## config.mk

```make
export PLATFORM = sky130hd
export DESIGN_NAME = tx_bit_timer_flat
export DESIGN_NICKNAME = d
export VERILOG_FILES = /design/src/rtl/tx_bit_timer_if.sv /design/src/rtl/tx_bit_timer.sv /design/src/flat_wrapper.sv
export SDC_FILE = /design/constraint.sdc
export NUM_CORES = 1
export LEC_CHECK = 0
export ABC_AREA = 0
export BUFFER_PORTS_ARGS = -buffer_cell sky130_fd_sc_hd__buf_2
export CAP_MARGIN = 40
export CORE_ASPECT_RATIO = 0.7
export CORE_UTILIZATION = 57
export CTS_CLUSTER_SIZE = 12
export DETAILED_ROUTE_END_ITERATION = 8
export PLACE_DENSITY_LB_ADDON = 0.05
export RECOVER_POWER = 25
export SKIP_LAST_GASP = 1
export SYNTH_ARGS = -nofsm -noshare
export SYNTH_HDL_FRONTEND = slang
export SYNTH_SLANG_ARGS = --single-unit
```

## constraint.sdc

```tcl
create_clock -name clk -period 2.62 [get_ports clk]
set_input_delay 0.524 -clock clk [delete_from_list [all_inputs] [get_ports clk]]
set_output_delay 0.524 -clock clk [all_outputs]
set_load 0.05 [all_outputs]
```

## src/rtl/tx_bit_timer_if.sv

```systemverilog
// Bus between the Tx control FSM (master) and the bit-period timer (slave).
// The master requests frames with start/div/nbits and may abort; the timer
// reports busy, per-bit tick, frame done, bit index, prescaler value and mid-bit pulse.
interface tx_bit_timer_if #(
  parameter int CNT_W = 16,
  parameter int BIT_W = 4
);
  logic             start;
  logic             abort;
  logic [CNT_W-1:0] div;
  logic [BIT_W-1:0] nbits;
  logic             busy;
  logic             tick;
  logic             done;
  logic [BIT_W-1:0] bit_idx;
  logic [CNT_W-1:0] cnt;
  logic             mid;

  modport master (
    output start, abort, div, nbits,
    input  busy, tick, done, bit_idx, cnt, mid
  );

  modport slave (
    input  start, abort, div, nbits,
    output busy, tick, done, bit_idx, cnt, mid
  );
endinterface

```

## src/rtl/tx_bit_timer.sv

```systemverilog
// Bit-period timer for the Tx path.
// A prescaler counts (div+1) clocks per bit and a bit-index counter counts
// (nbits+1) bits per frame. tick/done/mid are decoded combinationally from the
// registered counters so they line up with the cycle they describe.
// Optional feature macro: TX_BIT_TIMER_MID_TICK_EN enables the mid-bit pulse;
// without it the mid output is tied low and no comparator is built.
module tx_bit_timer #(
  parameter int CNT_W = 16,
  parameter int BIT_W = 4
) (
  input logic          clk,
  input logic          rst,
  tx_bit_timer_if.slave tmr
);

  typedef enum logic {IDLE, RUN} state_e;

  state_e           state_q, state_d;
  logic             busy_q, busy_d;
  logic [CNT_W-1:0] cnt_q, cnt_d;
  logic [CNT_W-1:0] div_q, div_d;
  logic [BIT_W-1:0] bit_idx_q, bit_idx_d;
  logic [BIT_W-1:0] nbits_q, nbits_d;

  logic lastCnt;
  logic lastBit;
  logic running;
  logic tickW;
  logic doneW;

  // Decode end-of-bit and end-of-frame from the latched limits; abort masks every pulse.
  always_comb begin
    running = (state_q == RUN);
    lastCnt = (cnt_q == div_q);
    lastBit = (bit_idx_q == nbits_q);
    tickW   = running && !tmr.abort && lastCnt;
    doneW   = tickW && lastBit;
  end

  // Next-state logic: abort first, then end of bit period, otherwise count.
  always_comb begin
    state_d   = state_q;
    cnt_d     = cnt_q;
    div_d     = div_q;
    bit_idx_d = bit_idx_q;
    nbits_d   = nbits_q;
    unique case (state_q)
      IDLE: begin
        if (tmr.start && !tmr.abort) begin
          state_d   = RUN;
          div_d     = tmr.div;
          nbits_d   = tmr.nbits;
          cnt_d     = '0;
          bit_idx_d = '0;
        end
      end
      RUN: begin
        if (tmr.abort) begin
          state_d   = IDLE;
          cnt_d     = '0;
          bit_idx_d = '0;
        end else if (lastCnt) begin
          cnt_d = '0;
          if (lastBit) begin
            state_d   = IDLE;
            bit_idx_d = '0;
          end else begin
            bit_idx_d = bit_idx_q + BIT_W'(1);
          end
        end else begin
          cnt_d = cnt_q + CNT_W'(1);
        end
      end
      default: state_d = IDLE;
    endcase
    busy_d = (state_d == RUN);
  end

  // State and counter registers; reset returns everything to idle immediately.
  always_ff @(posedge clk or posedge rst) begin
    if (rst) begin
      state_q   <= IDLE;
      busy_q    <= 1'b0;
      cnt_q     <= '0;
      div_q     <= '0;
      bit_idx_q <= '0;
      nbits_q   <= '0;
    end else begin
      state_q   <= state_d;
      busy_q    <= busy_d;
      cnt_q     <= cnt_d;
      div_q     <= div_d;
      bit_idx_q <= bit_idx_d;
      nbits_q   <= nbits_d;
    end
  end

  assign tmr.busy    = busy_q;
  assign tmr.tick    = tickW;
  assign tmr.done    = doneW;
  assign tmr.bit_idx = bit_idx_q;
  assign tmr.cnt     = cnt_q;

`ifdef TX_BIT_TIMER_MID_TICK_EN
  assign tmr.mid = running && !tmr.abort && (cnt_q == (div_q >> 1));
`else
  assign tmr.mid = 1'b0;
`endif

endmodule

```

## src/flat_wrapper.sv

```systemverilog
// flat-port wrapper written by rule: the top's interface ports become plain ports
module tx_bit_timer_flat 
#(
  parameter int CNT_W = 16,
  parameter int BIT_W = 4
)
  (clk, rst, tmr_start, tmr_abort, tmr_div, tmr_nbits, tmr_busy, tmr_tick, tmr_done, tmr_bit_idx, tmr_cnt, tmr_mid);
  tx_bit_timer_if #(.CNT_W(CNT_W), .BIT_W(BIT_W)) tmr_i ();
  input logic clk;
  input logic rst;
  input wire logic [$bits(tmr_i.start)-1:0] tmr_start;
  input wire logic [$bits(tmr_i.abort)-1:0] tmr_abort;
  input wire logic [$bits(tmr_i.div)-1:0] tmr_div;
  input wire logic [$bits(tmr_i.nbits)-1:0] tmr_nbits;
  output wire logic [$bits(tmr_i.busy)-1:0] tmr_busy;
  output wire logic [$bits(tmr_i.tick)-1:0] tmr_tick;
  output wire logic [$bits(tmr_i.done)-1:0] tmr_done;
  output wire logic [$bits(tmr_i.bit_idx)-1:0] tmr_bit_idx;
  output wire logic [$bits(tmr_i.cnt)-1:0] tmr_cnt;
  output wire logic [$bits(tmr_i.mid)-1:0] tmr_mid;
  assign tmr_i.start = tmr_start;
  assign tmr_i.abort = tmr_abort;
  assign tmr_i.div = tmr_div;
  assign tmr_i.nbits = tmr_nbits;
  assign tmr_busy = tmr_i.busy;
  assign tmr_tick = tmr_i.tick;
  assign tmr_done = tmr_i.done;
  assign tmr_bit_idx = tmr_i.bit_idx;
  assign tmr_cnt = tmr_i.cnt;
  assign tmr_mid = tmr_i.mid;
  tx_bit_timer #(.CNT_W(CNT_W), .BIT_W(BIT_W)) u_core (.clk(clk), .rst(rst), .tmr(tmr_i));
endmodule
```

# Word-level counts from Yosys, hierarchy flattened
# Index checks and enable logic that the tools add are counted.
[word_totals] reg_bits=41 output_inout_bits=24 word_cells=33
[op_classes] n_addsub=2 eq_ne=4 n_mux=14 bitwise_logic=1 n_reduce_logical=7
[op_table] cell="$mux W16" n=3
[op_table] cell="$pmux W16 S2" n=1
[op_table] cell="$add A16 B1 Y16 const B" n=1
[op_table] cell="$eq A16 B16 Y1" n=1
[op_table] cell="$mux W4" n=4
[op_table] cell="$pmux W4 S2" n=1
[op_table] cell="$add A4 B1 Y4 const B" n=1
[op_table] cell="$eq A4 B4 Y1" n=1
[op_table] cell="$logic_and A1 B1 Y1" n=4
[op_table] cell="$mux W1" n=4
[op_table] cell="$reduce_and A2 Y1" n=2
[op_table] cell="$ne A3 B3 Y1 const B" n=1
[op_table] cell="$ne A2 B1 Y1 const B" n=1
[op_table] cell="$pmux W1 S2" n=1
[op_table] cell="$logic_not A1 Y1" n=1
[op_table] cell="$not A1 Y1" n=1

# Depth between registers and ports, before layout
[depth] word_depth=5 mapped_depth=6 depth_no_buf=5

# Worst setup path before layout
# No wires, ideal clock.
[synth_path] path_kind="flip-flop to output port" from="reg u_core.cnt_q[3], in the netlist u_core.tmr.cnt[3]" to="out tmr_tick" arrival_ps=2045 required_ps=2096 slack_ps=51 path_stages_with_launch=5 path_cell_list="dfrtp_1 xor2_1 nor4_2 nand4_1 nor2_1"
[synth_between] elab_chain_cells=2
[synth_lines] item="from (decl)" line_no="tx_bit_timer.sv:20" text="logic [CNT_W-1:0] cnt_q, cnt_d;"
[synth_lines] item="from (signal assigned)" line_no="tx_bit_timer.sv:91" text="cnt_q <= cnt_d;"
[synth_lines] item="$eq A16 B16 Y1" line_no="tx_bit_timer.sv:34" text="lastCnt = (cnt_q == div_q);"
[synth_lines] item="$logic_and A1 B1 Y1" line_no="tx_bit_timer.sv:36" text="tickW = running && !tmr.abort && lastCnt;"
[synth_lines] item="to (decl)" line_no="flat_wrapper.sv:16" text="output wire logic [$bits(tmr_i.tick)-1:0] tmr_tick;"
# Every way passes these cells.

# Worst setup path in the final report
[layout_path] from="reg u_core.cnt_q[11], in the netlist u_core.tmr.cnt[11]" to="out tmr_done"
[layout_between] elab_chain_cells=3
[layout_lines] item="$eq A16 B16 Y1" line_no="tx_bit_timer.sv:34"
[layout_lines] item="$logic_and A1 B1 Y1" line_no="tx_bit_timer.sv:36"
[layout_lines] item="$logic_and A1 B1 Y1" line_no="tx_bit_timer.sv:37" text="doneW = tickW && lastBit;"
[layout_lines] item="to (decl)" line_no="flat_wrapper.sv:17" text="output wire logic [$bits(tmr_i.done)-1:0] tmr_done;"
# Every way passes these cells.

==> flow_summary.ini <==
[run_status]
status = complete, no violations

[synth]
synth_ff_type = dfrtp_1
synthArstFlopShare_pct = 100
yosysWarnings = 0
yosysMostFrequentCell = dfrtp_1
yosys_register_bits = 41
synth_top_area_share_pct = 50.2
netlist_area_sq_mm = 0.00204
ys_types = 32
ys_seq_area_share_pct = 50.2
synth-edff-count = 0
avgSynthCellArea_sq_um = 11.2
synthCells = 182
syn_nets = 208
yosysTopAreaCell = dfrtp_1
synth_common_cells = dfrtp_1 (41), nor2_1 (25), xor2_1 (22), mux2_2 (20), xnor2_1 (11)
synth_area_leaders = dfrtp_1 (50%), mux2_2 (11%), xor2_1 (9.4%)

[sta]
grt_setup_unrepaired = no
fin_tns_setup_ns = 0
min_period_ns = 2.53
period_share_pct = 96.5
worstMarginPinSlew_ns = 0.968
max_clock_freq_ghz = 0.395
slew_violations = 0
finClkSkew_ns = 0.00605
hold_viol = 0
finalSetupViolations = 0
fin_ws_ns = 0.0912
relSlewSlack_pct = 35.4

[layout]
fillers = 251
fin_util_pct = 75.5
area_growth_syn_to_layout_pct = 20.9
layout.nets = 264
fin_cells = 285
drive_above_1_share_pct = 36.1
antennaDiodeCount = 0

[floorplan]
die_w_um = 73.6
start_util_pct = 62.4
row_count = 17
coreArea_sq_mm = 0.00328
die_h_um = 52.1
ioPinCount = 48
fp.dieArea_sq_mm = 0.00383

[global_route]
grt_pass1_vias = 1467
antenna_found_initial = 0
use_met3_pct = 6.40
grt_use_total_pct = 26.5
gr-usage-met1_pct = 35.6
grt_util_met2_pct = 42.2
grt_max_degree = 42
grt.busiest_layer = met2
grt_first_pass_wirelength_mm = 7.19
grt_overflow = 0

[power]
pwr-share-seq_pct = 46.0
power_uw = 2110
power.share.combinational_pct = 30.7
p_sw_share_pct = 34.3
switchingPower_uw = 723
ir_worst_vdd_mv = 0.483
power_frac_clock_pct = 23.3
pwr_density_cell_mw_per_mm2 = 852
internal-power_uw = 1380
leakagePower_uw = 0.00119

[flow_run]
maxCapViolCount = 0

[route]
drc = 0
routed_via_density = 5.39
drt-pass1-iter-count = 4
ant_nets = 0
wl_mm = 4.53
num_vias = 1535
wl_per_cell_um = 15.9
drt_iter0_drc = 163

[worst_setup_path]
cpPeakStageDelay_ns = 0.47
path_buf_inv = 1
crit_path_max_fanout = 6
critical_path.startpoint_type = register
path_class = reg2out
worst_ep_required_time_ns = 2.10
path_cells = xor2_1 -> nor4_2 -> and4_4 -> and3_1 -> clkbuf_4
crit_family = simple AND/OR/NAND/NOR gates
crit_path_end_kind = output port
arrival_ns = 2.00
cpMaxStageDelayCell = dfrtp_1

[clock_tree]
cts_htree_levels = 2
cts-root-buf = clkbuf_8
insertion_delay_ns = 0.30
cts_tree = yes
clockBufferDepth = 2
clk_pin_slew_ns = 0.08
ctsHoldBuffers = 0
clock-sinks = 41
numCtsBuffers = 5

[placement]
placedCellCount = 274
dp_hpwl_mm = 3.25
pre_cts_slack_ns = 0.322
gp_congestion = 0.848
io_buffers = 46

[hold_path]
hp-class = in2reg
[what timing repair did]
item / CTS / global route
setup endpoints to repair: 1 / 2
pin swaps: 0 / 4
buffers inserted: 0 / 4
resized for setup: 2 / 1
hold endpoints to repair: 0 / 0
[path summary, 6_finish.rpt]
path,startpoint,end,slack (ns),cells after the start
max,u_core.tmr.cnt[11],tmr_done,0.09,5
min,tmr_div[9],u_core.div_q[9],0.45,2
max reg2reg,u_core.tmr.cnt[11],u_core.tmr.cnt[12],0.52,7
min reg2reg,u_core.div_q[4],u_core.div_q[4],0.54,1
max in group asynchronous,rst,u_core.div_q[3],1.51,3
min in group asynchronous,rst,u_core.tmr.cnt[15],0.51,3
[area by class of cell]
| type | instances | area, sq um | area share (%) |
|---|---|---|---|
| Clock buffer | 5 | 68.8 | 2.78 |
| Clock inverter | 2 | 35.0 | 1.42 |
| Inverter | 7 | 26.3 | 1.06 |
| Multi-Input combinational cell | 129 | 967 | 39.1 |
| Sequential cell | 41 | 1030 | 41.5 |
| Tap cell | 47 | 58.8 | 2.38 |
| Timing Repair Buffer | 54 | 290 | 11.7 |
[per-layer routing]
layer  wire (um)  share of wire [%]  up-vias
met4          55                1.2        0
met2        2150                 47       54
met1        2060                 46      740
met5           0                  0        -
li1            -                  -      734
met3         265                5.8        7
[placed cells by master, fill, tap and decap left out, drive strengths merged, types with 3 or more instances in the layout]
| master | instances |
|---|---|
| buf | 52 |
| clkbuf | 7 |
| dfrtp | 41 |
| inv | 7 |
| mux2 | 20 |
| nand2 | 4 |
| nand2b | 3 |
| nand3 | 7 |
| nor2 | 25 |
| nor2b | 3 |
| nor3 | 4 |
| nor4 | 6 |
| xnor2 | 11 |
| xor2 | 22 |
[per-stage QoR]
step                instance area (sq um)  hold WS, ns
floorplan                            2040        0.501
global placement                     2340        0.509
detailed placement                   2340        0.520
CTS                                  2440        0.356
global route                         2470        0.455
finish                               2470        0.454
[power by group through the flow]
stage               logic, uW  clock network (uW)  registers (uW)
finish                    646                 492             969
global route              708                 522             997
CTS                       646                 494             970
detailed placement        639                   0             982
global placement          616                   0             972
floorplan                 422                   0            1020
[cells by family (layout without fill, tap and decap cells)]
kind of cell               Yosys count  in the layout  share of synthesized area [%]
and+or+nand+nor                     60             60                           15.4
DFF                                 41             41                           50.2
xor gates and xnor gates            33             33                           14.1
muxes                               20             20                           11.0
AOI/OAI and AO/OA                   13             13                           5.20
buffers and inverters               12             68                           2.63
adders and majority gates            2              2                           1.22
other                                1              1                          0.183
[sequential cells by signal (all words and copies together) (netlist names)]
name / cells
u_core.div_q: 16
u_core.nbits_q: 4
u_core.running: 1
u_core.tmr.bit_idx: 4
u_core.tmr.cnt: 16
[worst register-to-register path: stages (launching register included)]
cell	delay, ns
dfrtp_1	0.47
xor2_1	0.19
nor4_2	0.35
nand4_1	0.23
buf_4	0.21
a21oi_2	0.21
buf_4	0.25
nor2_1	0.09
No activity file was read; power rests on OpenSTA's default activity.
